**src/rtl/turbo_ctrl_pkg.sv**
```systemverilog
// Shared types for the turbo decoder control blocks: recursion FSM states and
// metric vector typedefs sized for the default configuration.
package turbo_ctrl_pkg;

    localparam int BITS_DEF           = 16;
    localparam int STATES_DEF         = 4;
    localparam int OUTPUT_SYMBOLS_DEF = 4;
    localparam int ADDR_BITS_DEF      = 10;

    typedef enum logic [2:0] {
        ST_IDLE,
        ST_INIT,
        ST_FETCH,
        ST_ISSUE,
        ST_WAIT,
        ST_DONE
    } state_e;

    typedef logic [STATES_DEF-1:0][BITS_DEF-1:0]         alpha_t;
    typedef logic [OUTPUT_SYMBOLS_DEF-1:0][BITS_DEF-1:0] branch_metric_t;

endpackage

```
**src/rtl/alpha_recursion_ctrl.sv**
```systemverilog
// Forward (alpha) recursion sequencer: fetches one branch-metric word per trellis
// step, issues it to the external alpha element and stores each resulting vector.
module alpha_recursion_ctrl
    import turbo_ctrl_pkg::*;
#(
    parameter int BITS           = BITS_DEF,
    parameter int STATES         = STATES_DEF,
    parameter int OUTPUT_SYMBOLS = OUTPUT_SYMBOLS_DEF,
    parameter int ADDR_BITS      = ADDR_BITS_DEF
) (
    input  logic                                 clk,
    input  logic                                 rst_n,
    input  logic                                 start,
    input  logic                                 abort,
    input  logic [ADDR_BITS-1:0]                 frame_len,
    input  logic [STATES-1:0][BITS-1:0]          alpha_init,
    output logic                                 busy,
    output logic                                 done,
    output logic                                 bm_rd_en,
    output logic [ADDR_BITS-1:0]                 bm_rd_addr,
    input  logic [OUTPUT_SYMBOLS-1:0][BITS-1:0]  bm_rd_data,
    output logic                                 ae_in_valid,
    output logic [OUTPUT_SYMBOLS-1:0][BITS-1:0]  ae_branch_metric,
    output logic [STATES-1:0][BITS-1:0]          ae_prev_alpha,
    input  logic                                 ae_out_valid,
    input  logic [STATES-1:0][BITS-1:0]          ae_alpha,
    output logic                                 am_wr_en,
    output logic [ADDR_BITS:0]                   am_wr_addr,
    output logic [STATES-1:0][BITS-1:0]          am_wr_data,
    output state_e                               dbg_state
);

    // Handshake: every strobe (bm_rd_en, ae_in_valid, am_wr_en, done) is a
    // single-cycle pulse; bm_rd_data is consumed the cycle after bm_rd_en, and
    // ae_alpha is consumed only in the cycle ae_out_valid is high.

    state_e                    state_q, state_d;
    logic [ADDR_BITS-1:0]      k_q, k_d;
    logic [ADDR_BITS-1:0]      n_q, n_d;
    logic [STATES-1:0][BITS-1:0] prev_q, prev_d;
    logic [STATES-1:0][BITS-1:0] init_q, init_d;
    logic [ADDR_BITS:0]        k_next;

    always_ff @(posedge clk or negedge rst_n) begin
        if (!rst_n) begin
            state_q <= ST_IDLE;
            k_q     <= '0;
            n_q     <= '0;
            prev_q  <= '0;
            init_q  <= '0;
        end else begin
            state_q <= state_d;
            k_q     <= k_d;
            n_q     <= n_d;
            prev_q  <= prev_d;
            init_q  <= init_d;
        end
    end

    // One extra bit so the final step index k+1 = N never wraps at maximum N.
    assign k_next = {1'b0, k_q} + (ADDR_BITS+1)'(1);

    always_comb begin
        state_d     = state_q;
        k_d         = k_q;
        n_d         = n_q;
        prev_d      = prev_q;
        init_d      = init_q;
        done        = 1'b0;
        bm_rd_en    = 1'b0;
        bm_rd_addr  = '0;
        ae_in_valid = 1'b0;
        am_wr_en    = 1'b0;
        am_wr_addr  = '0;
        am_wr_data  = '0;

        case (state_q)
            ST_IDLE: begin
                if (start) begin
                    n_d     = frame_len;
                    init_d  = alpha_init;
                    k_d     = '0;
                    state_d = ST_INIT;
                end
            end
            ST_INIT: begin
                am_wr_en   = 1'b1;
                am_wr_data = init_q;
                prev_d     = init_q;
                state_d    = (n_q == '0) ? ST_DONE : ST_FETCH;
            end
            ST_FETCH: begin
                bm_rd_en   = 1'b1;
                bm_rd_addr = k_q;
                state_d    = ST_ISSUE;
            end
            ST_ISSUE: begin
                ae_in_valid = 1'b1;
                state_d     = ST_WAIT;
            end
            ST_WAIT: begin
                if (ae_out_valid) begin
                    am_wr_en   = 1'b1;
                    am_wr_addr = k_next;
                    am_wr_data = ae_alpha;
                    prev_d     = ae_alpha;
                    k_d        = k_next[ADDR_BITS-1:0];
                    state_d    = (k_next == {1'b0, n_q}) ? ST_DONE : ST_FETCH;
                end
            end
            ST_DONE: begin
                done    = 1'b1;
                state_d = ST_IDLE;
            end
            default: state_d = ST_IDLE;
        endcase

        // Abort beats everything in the same cycle, including a landing result.
        if (abort && state_q != ST_IDLE) begin
            state_d     = ST_IDLE;
            k_d         = k_q;
            prev_d      = prev_q;
            done        = 1'b0;
            bm_rd_en    = 1'b0;
            bm_rd_addr  = '0;
            ae_in_valid = 1'b0;
            am_wr_en    = 1'b0;
            am_wr_addr  = '0;
            am_wr_data  = '0;
        end
    end

    assign busy             = (state_q != ST_IDLE);
    assign ae_branch_metric = bm_rd_data;
    assign ae_prev_alpha    = prev_q;
    assign dbg_state        = state_q;

endmodule

```
**config.mk**
```make
export PLATFORM = sky130hd
export DESIGN_NAME = alpha_recursion_ctrl
export DESIGN_NICKNAME = d
export VERILOG_FILES = /design/src/rtl/turbo_ctrl_pkg.sv /design/src/rtl/alpha_recursion_ctrl.sv
export SDC_FILE = /design/constraint.sdc
export NUM_CORES = 1
export LEC_CHECK = 0
export ABC_AREA = 1
export ABC_CLOCK_PERIOD_IN_PS = 4300
export BUFFER_PORTS_ARGS = -buffer_cell sky130_fd_sc_hd__buf_4
export CAP_MARGIN = 0
export CORE_AREA = 2 2 169 171
export DETAILED_ROUTE_END_ITERATION = 16
export DIE_AREA = 0 0 171 173
export PLACE_DENSITY_LB_ADDON = 0.15
export REMOVE_ABC_BUFFERS = 1
export SETUP_SLACK_MARGIN = 0.15
export SYNTH_ARGS = -nofsm -noshare
export SYNTH_HDL_FRONTEND = slang
export SYNTH_SLANG_ARGS = --single-unit
```
**constraint.sdc**
```tcl
create_clock -name clk -period 4.3 [get_ports clk]
set_clock_uncertainty 0.05 [all_clocks]
set_input_delay 0.645 -clock clk [delete_from_list [all_inputs] [get_ports clk]]
set_output_delay 0.645 -clock clk [all_outputs]
set_load 0.03 [all_outputs]
```
==> flow_summary.ini, run 1 <==
[die]
start_util = 0.289
fp.dieH_um = 173
placement_rows = 61
ioPinCount = 428
die_area_mm2 = 0.0296
die_w_um = 171
core_area_mm2 = 0.0276

[drt]
vias = 7559
drt-total-wl_mm = 31.6
firstDrtPassIters = 5
drc = 0
vias_per_cell = 4.57
antenna_left = 0
wl_per_cell_um = 19.1
first_iter_violations = 539

[sta]
finalSetupTns_ns = 0
drv_slew = 0
fmax_ghz = 0.300
setup_viol = 0
relSlewSlack = 0.370
layout_min_cycle_time_ns = 3.33
fin_crit_sh = 0.775
worst_pin_slew_ns = 0.945
finalHoldViolations = 0
rsz0062_at_grt = false

[worst_setup_path]
setup.worst_path.start = dbg_state[0]$_DFFE_PN0P_
crit_path_top_delay_cell = nand3_1
rr_endpoint = ae_prev_alpha[37]$_DFFE_PN0P_
cp_top_family = simple AND/OR/NAND/NOR gates
end_kind = output pin
required_ns = 3.61
path_cells = nor2_2, nand2_2, inv_2, nand3_1, nor3_1, buf_4
slowest_delay_ns = 0.57
r2r_setup_slack_ns = 1.67
worstPathMaxFanout = 23
reg2reg_depth = 9
startpoint_type = register
worst-setup-path-type = register to output pin
path_buf_inv = 2
r2r_start = dbg_state[1]$_DFFE_PN0P_
arrival_ns = 2.64

[placed_design]
dp_hpwl_mm = 22.9
gp_congestion = 0.843
port_buffers = 299

[layout]
nets = 1470
final_util = 0.384
final_layout_size_suffix_gt1_frac = 0.279
syn_to_final_growth_pct = 32.9

[synthesis]
synth_edf_count = 0
syn_inst = 1059
yosys_warnings = 0
synth_commonest_cells = nor2_1 (172), inv_1 (163), dfrtp_1 (151)
yosysMostFrequentCell = nor2_1
synth_seq_cells = 151
synthFlopType = dfrtp_1
netlist.area_leader.share = 0.473
synthArstFlopShare = 1.00
synthTopCellsByArea = dfrtp_1 (47%), nor2_1 (8.1%), inv_1 (7.7%), buf_4 (6.2%), nand2_1 (5.6%)
synth-seq-area-share = 0.473
synth_top_area_cell = dfrtp_1
ys_types = 28
synth_area_per_cell_um2 = 7.55
syn_area_mm2 = 0.00799

[power_and_ir_drop]
p_leak_nw = 5.40
ir_drop_mv = 0.409
powerDensity_mw_per_mm2 = 790

[clock_network]
h-tree-depth = 4
clk_latency_ns = 0.43
postCtsSetupBuffers = 0
numCtsBuffers = 17
path_clk_slew_ns = 0.06
cts_tree = yes
cts_root_buf = clkbuf_16
cts_sinks = 151
clk_path_buf_depth = 2
cts-hold-fix-buffers = 0
cts-resized-gates = 0

[grt]
grt-ovfl-total = 0
met2_usage = 0.295
busiest_layer = met2
grtUsageMet1 = 0.267
grt_max_degree = 90
antenna_found_initial = 0
grt_first_pass_wirelength_mm = 46.5
grt_use_total = 0.212
grt_pass1_vias = 7408
met3_usage = 0.139

[run]
maxCapViolCount = 0

[run_status]
outcome = completed

[worst_hold_path]
hp-class = input pin to async pin
## power breakdown
part | switching (W) | leakage, nW | internal (W) | total, W
logic | 0.00303 | 3.37 | 0.00146 | 0.00449
clock network | 0.000689 | 0.280 | 0.000824 | 0.00151
registers | 0.000298 | 1.75 | 0.00209 | 0.00239
total | 0.00401 | 5.40 | 0.00437 | 0.00838
## how the worst max path moves through the flow
stage / to / slack [ns] / cells past startpoint
floorplan: am_wr_en / -0.08 / 7
global route: am_wr_addr[10] / 0.72 / 6
detailed placement: am_wr_addr[1] / 1.34 / 6
finish: am_wr_addr[10] / 0.97 / 6
global placement: am_wr_addr[1] / 1.36 / 6
CTS: am_wr_addr[10] / 0.89 / 6
## cells by family (layout without fill, tap and decap cells)
group / Yosys count / in the layout / share of synthesized area
and+or+nand+nor: 396 / 396 / 0.208
buffers and inverters: 290 / 506 / 0.175
AOI/OAI and AO/OA: 218 / 218 / 0.139
DFF: 151 / 151 / 0.473
muxes: 2 / 2 / 0.00282
adders and majority gates: 1 / 1 / 0.00157
xor gates and xnor gates: 1 / 1 / 0.00110
other: 0 / 1 / 0
## per-layer routing
layer,share of wire,vias to the layer above
li1,-,3660
met1,0.42,3480
met2,0.41,384
met3,0.15,29
met4,0.012,6
met5,0.0073,-
## final cells by class
| cell class | instances | area (µm²) |
|---|---|---|
| multi-input cells | 618 | 2830 |
| fillers | 2973 | 17000 |
| diodes | 1 | 2.50 |
| inverters | 165 | 619 |
| repair buffers | 309 | 2340 |
| clock buffers | 18 | 429 |
| well taps | 378 | 473 |
| flip-flops and latches | 151 | 3780 |
| clock inverters | 14 | 151 |
## registers in the layout (all words and copies together), names as in the netlist
name	cells
ae_prev_alpha	64
n_q	10
k_q	10
dbg_state	3
init_q	64
## cell usage in the layout, fill, tap and decap left out, drive strengths merged
cell type and instances:
a21oi 75, a32o 1, buf 309, bufinv 1, clkbuf 18, clkinv 2, clkinvlp 2, dfrtp 151
diode 1, ha 1, inv 174, mux2 2, nand2 121, nand3 88, nand4 3, nor2 177
nor3 4, nor4 3, o21ai 133, o21bai 2, o22ai 7, xor2 1
## stage by stage
stage | cells | hold slack [ns] | setup WS [ns] | total power, W | area (µm²)
detailed placement | 1621 | 0.425 | 1.34 | 0.00695 | 10000
finish | 1654 | 0.226 | 0.969 | 0.00838 | 10600
global placement | 1621 | 0.419 | 1.36 | 0.00692 | 10000
CTS | 1653 | 0.293 | 0.886 | 0.00851 | 10600
floorplan | 934 | 0.299 | -0.0750 | 0.00520 | 7210
global route | 1653 | 0.322 | 0.725 | 0.00901 | 10600
No activity file was read; power rests on OpenSTA's default activity.
==> run 2, diff against run 1 <==
--- a/config.mk
+++ b/config.mk
@@ -6,7 +6,7 @@
 export NUM_CORES = 1
 export LEC_CHECK = 0
 export ABC_AREA = 1
-export ABC_CLOCK_PERIOD_IN_PS = 4300
+export ABC_CLOCK_PERIOD_IN_PS = 3500
 export BUFFER_PORTS_ARGS = -buffer_cell sky130_fd_sc_hd__buf_4
 export CAP_MARGIN = 0
 export CORE_AREA = 2 2 169 171
==> constraint.sdc (replaced) <==
create_clock -name clk -period 3.5 [get_ports clk]
set_clock_uncertainty 0.05 [all_clocks]
set_input_delay 0.525 -clock clk [delete_from_list [all_inputs] [get_ports clk]]
set_output_delay 0.525 -clock clk [all_outputs]
set_load 0.03 [all_outputs]
==> run 2 against run 1 <==
Against the previous run: the flow now finishes with violations (hold timing); worst hold slack worse by 0.24 ns; setup slack got worse by 0.55 ns; combinational power grew 24%; non-clock buffer count rose by 3; critical endpoint is now am_wr_data[63]; utilization increased by 0.30 points; flip-flop and latch count stayed put; clock-buffer cell count unchanged.
==> flow_summary.ini, run 2 (synthesis gave the netlist of run 1 again) <==
[drt]
wl_per_cell_um = 19.2
first_iter_violations = 595
firstDrtPassIters = 5
vias_per_cell = 4.59
vias = 7611
antenna_left = 0
drt-total-wl_mm = 31.8
drc = 0

[grt]
grt_use_total = 0.213
grt_first_pass_wirelength_mm = 47.2
grt_max_degree = 82
antenna_found_initial = 1
grt_pass1_vias = 7410
grt-ovfl-total = 0

[worst_hold_path]
hp-class = input pin to async pin

[sta]
finalSetupTns_ns = 0
worst_pin_slew_ns = 0.872
layout_min_cycle_time_ns = 3.08
fmax_ghz = 0.325
finalHoldViolations = 4
rsz0062_at_grt = false
fin_crit_sh = 0.879
hold_slack_ns = -0.0110
setup_viol = 0
relSlewSlack = 0.418
drv_slew = 0

[placed_design]
gp_congestion = 0.868
port_buffers = 299
dp_hpwl_mm = 23.2
place_inst = 1624

[worst_setup_path]
startpoint_type = register
r2r_setup_slack_ns = 1.25
worstPathMaxFanout = 47
required_ns = 2.92
worst-setup-path-type = register to output pin
arrival_ns = 2.50
rr_endpoint = ae_prev_alpha[59]$_DFFE_PN0P_
crit_end = am_wr_data[63]
r2r_start = dbg_state[0]$_DFFE_PN0P_
setup.worst_path.start = dbg_state[0]$_DFFE_PN0P_
end_kind = output pin
reg2reg_depth = 8

[layout]
final_cell_mix = buf_4 (306), nor2_1 (172), inv_1 (162)
syn_to_final_growth_pct = 33.9
mostFrequentLayoutCell = buf_4
nets = 1473
final_layout_size_suffix_gt1_frac = 0.282
stdcell_count = 1657

[clock_network]
clk_path_buf_depth = 2
cts_sinks = 151
cts_tree = yes
h-tree-depth = 4
numCtsBuffers = 17
path_clk_slew_ns = 0.07
clk_latency_ns = 0.43
cts_root_buf = clkbuf_16
cts-hold-fix-buffers = 0

[power_and_ir_drop]
p_leak_nw = 5.43
ir_drop_mv = 0.533
powerDensity_mw_per_mm2 = 969

[die]
start_util = 0.289
ioPinCount = 428
die_w_um = 171
fp.dieH_um = 173
die_area_mm2 = 0.0296
placement_rows = 61
core_area_mm2 = 0.0276

[run]
maxCapViolCount = 0

[run_status]
outcome = complete, but fails checks
violations = hold timing
-- run 2: cell types whose count changed in the layout (fill, tap and decap cells not counted), sizes merged --
cell	before	now
buf	309	312
bufinv	1	0
clkinv	2	5
clkinvlp	2	1
inv	174	173
-- run 2: worst min path at each step --
stage                                    endpoint  depth (start not counted)  slack (ns)
finish                      init_q[2]$_DFFE_PN0P_                          1       -0.01
global route                init_q[2]$_DFFE_PN0P_                          1        0.02
CTS                         init_q[2]$_DFFE_PN0P_                          1        0.02
detailed placement  ae_prev_alpha[26]$_DFFE_PN0P_                          2        0.42
global placement    ae_prev_alpha[26]$_DFFE_PN0P_                          2        0.42
floorplan            ae_prev_alpha[0]$_DFFE_PN0P_                          0        0.18
-- run 2: routing by layer --
layer  track usage  wire (µm)
met5        0.0602        203
met4        0.0505        320
met3         0.139       4740
met2         0.289      13000
met1         0.274      13500
-- run 2: worst max-delay path: stages, from the launching register on --
cell and delay (ns):
dfrtp_1 0.45, nor2_2 0.18, nand2_2 0.11, inv_2 0.39, buf_12 0.31, a32o_1 0.20
inv_1 0.05, nor2_1 0.18, buf_4 0.20
-- run 2: through the flow --
stage	utilization	hold slack, ns	worst slack, ns	total power, W	area (µm²)
after floorplan	-	0.179	-0.755	0.00639	7210
after global placement	0.366	0.418	0.753	0.00858	10100
after detailed placement	0.366	0.424	0.763	0.00862	10100
after CTS	0.387	0.0198	0.306	0.0105	10700
after global routing	0.387	0.0228	0.216	0.0111	10700
final	0.387	-0.0110	0.424	0.0104	10700
-- run 2: power breakdown --
group | leakage (nW) | total [W] | switching, W | internal [W]
sequential | 1.75 | 0.00293 | 0.000370 | 0.00256
clock | 0.284 | 0.00185 | 0.000894 | 0.000960
combinational | 3.40 | 0.00558 | 0.00374 | 0.00185
total | 5.43 | 0.0104 | 0.00500 | 0.00537
-- run 2: area by class of cell --
cell class	instances	area, µm²
fill	2996	16900
sequential	151	3780
multi-input combinational	618	2830
timing repair buffer	312	2410
inverter	165	619
tap	378	473
clock buffer	18	429
clock inverter	14	156
antenna	1	2.50
-- run 2: repair_timing --
action                     in CTS  in global routing
resized for setup               0                  1
buffers inserted                0                  0
setup endpoints to repair       0                  3
==> run 3, diff against run 2 <==
--- a/config.mk
+++ b/config.mk
@@ -7,7 +7,7 @@
 export LEC_CHECK = 0
 export ABC_AREA = 1
 export ABC_CLOCK_PERIOD_IN_PS = 3500
-export BUFFER_PORTS_ARGS = -buffer_cell sky130_fd_sc_hd__buf_4
+export BUFFER_PORTS_ARGS = -buffer_cell sky130_fd_sc_hd__clkbuf_2
 export CAP_MARGIN = 0
 export CORE_AREA = 2 2 169 171
 export DETAILED_ROUTE_END_ITERATION = 16
==> run 3 against run 2 <==
Against the previous run: the run now ends clean; cell area decreased by 6.9%; setup slack improved by 0.16 ns; wire length is 2.9% lower; highest routed layer unchanged; clock-buffer cell count fell by 1; via count decreased by 0.33%; largest cell class unchanged; largest power group unchanged.
==> flow_summary.ini, run 3 (synthesis gave the netlist of run 1 again) <==
[run_status]
outcome = completed

[power_and_ir_drop]
p_total_w = 0.00999
ir_drop_mv = 0.420
p_leak_nw = 5.23
powerDensity_mw_per_mm2 = 1000

[placed_design]
placed_area_mm2 = 0.00934
dp_hpwl_mm = 22.6
gp_congestion = 0.840
port_buffers = 299

[die]
placement_rows = 61
die_w_um = 171
die_area_mm2 = 0.0296
core_area_mm2 = 0.0276
fp.dieH_um = 173
start_util = 0.289
ioPinCount = 428

[sta]
relSlewSlack = 0.480
fin_crit_sh = 0.832
rsz0062_at_grt = false
worst_pin_slew_ns = 0.779
fmax_ghz = 0.343
layout_min_cycle_time_ns = 2.91
setup_viol = 0
finalHoldViolations = 0
hold_slack_ns = 0.0620
drv_slew = 0

[worst_setup_path]
required_ns = 2.92
end_kind = output pin
arrival_ns = 2.34
worst-setup-path-type = register to output pin
slowest_delay_ns = 0.42
startpoint_type = register
path_cells = nor2_2, nand2_2, inv_2, buf_4, nand3_1, o21ai_0, inv_1, nor2_1, clkbuf_2
worstPathMaxFanout = 38
crit_path_top_delay_cell = dfrtp_1

[clock_network]
h-tree-depth = 4
clk_path_buf_depth = 2
path_clk_slew_ns = 0.07
postCtsSetupBuffers = 0
clk_latency_ns = 0.42
cts-hold-fix-buffers = 0
cts_root_buf = clkbuf_16
cts_sinks = 151
cts_tree = yes
numCtsBuffers = 17

[drt]
routed-wl-met3_mm = 4.72
vias_per_cell = 4.58
drc = 0
firstDrtPassIters = 4
antenna_left = 0
first_iter_violations = 539
drt-total-wl_mm = 30.9
wl_per_cell_um = 18.6
route.met2.wl_mm = 12.6
drt-met1-wl_mm = 13.1
vias = 7586
highest_layer = met5

[layout]
final_layout_size_suffix_gt1_frac = 0.282
num-fill-cells = 3073
final_util = 0.361
final-seq-area_mm2 = 0.00378
nets = 1474
mostFrequentLayoutCell = clkbuf_2
syn_to_final_growth_pct = 24.7
design_area_mm2 = 0.00996
multiInputGateArea_mm2 = 0.00283
final_cell_mix = clkbuf_2 (298), nor2_1 (172), inv_1 (162)

[worst_hold_path]
hp-class = input pin to async pin

[grt]
antenna_found_initial = 2
grt_max_degree = 130
grt_first_pass_wirelength_mm = 45.9
grt-ovfl-total = 0
grt_pass1_vias = 7372
grt_use_total = 0.208

[run]
maxCapViolCount = 0
## run 3: cell count changes in the layout (fill, tap and decap cells not counted), sizes merged
cell,before,now
bufinv,0,3
buf,312,15
clkbuf,18,315
clkinv,5,0
clkinvlp,1,3
## run 3: through the flow
step                      setup WS, ns  cells  setup TNS (ns)
after floorplan                 -0.755    934          -11.60
after global placement           0.799   1625               0
after detailed placement         0.755   1625               0
after CTS                        0.292   1656               0
after global routing             0.345   1656               0
final                            0.588   1657               0
## run 3: cell type report
class                           instances  area share
Sequential cell                       151       0.379
Clock buffer                           17      0.0427
Timing Repair Buffer                  313       0.165
Clock inverter                         14      0.0191
Inverter                              165      0.0624
Tap cell                              378      0.0475
Multi-Input combinational cell        618       0.284
Antenna cell                            1    0.000251
## run 3: routing by layer
layer	track usage	vias to the layer above
li1	-	3673
met1	0.264	3525
met2	0.284	355
met3	0.148	25
met4	0.0360	8
met5	0.0635	-
## run 3: critical path, delay by kind of cell, from the launching register on
family / cells / cell delay (ns)
buffers and inverters: 4 / 0.78
AND/OR/NAND/NOR: 4 / 0.60
flip-flops: 1 / 0.42
AO/OA/AOI/OAI: 1 / 0.10
## run 3: repair_timing
item	in CTS	in global routing
hold endpoints to repair	0	0
endpoints found under the setup margin	0	7
gates resized for setup	0	2
## run 3: worst paths after layout
check	endpoint	depth (start not counted)	slack [ns]	startpoint
worst max register to register	init_q[31]$_DFFE_PN0P_	7	1.39	dbg_state[1]$_DFFE_PN0P_
max in group asynchronous	init_q[24]$_DFFE_PN0P_	2	2.43	rst_n
worst min register to register	ae_prev_alpha[59]$_DFFE_PN0P_	2	0.44	ae_prev_alpha[59]$_DFFE_PN0P_
worst min-delay path	ae_prev_alpha[62]$_DFFE_PN0P_	1	0.06	rst_n
worst max-delay path	am_wr_data[22]	9	0.59	dbg_state[1]$_DFFE_PN0P_
min in group clk	init_q[33]$_DFFE_PN0P_	3	0.30	alpha_init[33]
## run 3: report_power, final
group | leakage [nW] | internal [W] | switching, W
Clock | 0.293 | 0.00115 | 0.000843
Combinational | 3.19 | 0.00136 | 0.00370
Sequential | 1.75 | 0.00257 | 0.000373
Total | 5.23 | 0.00507 | 0.00492
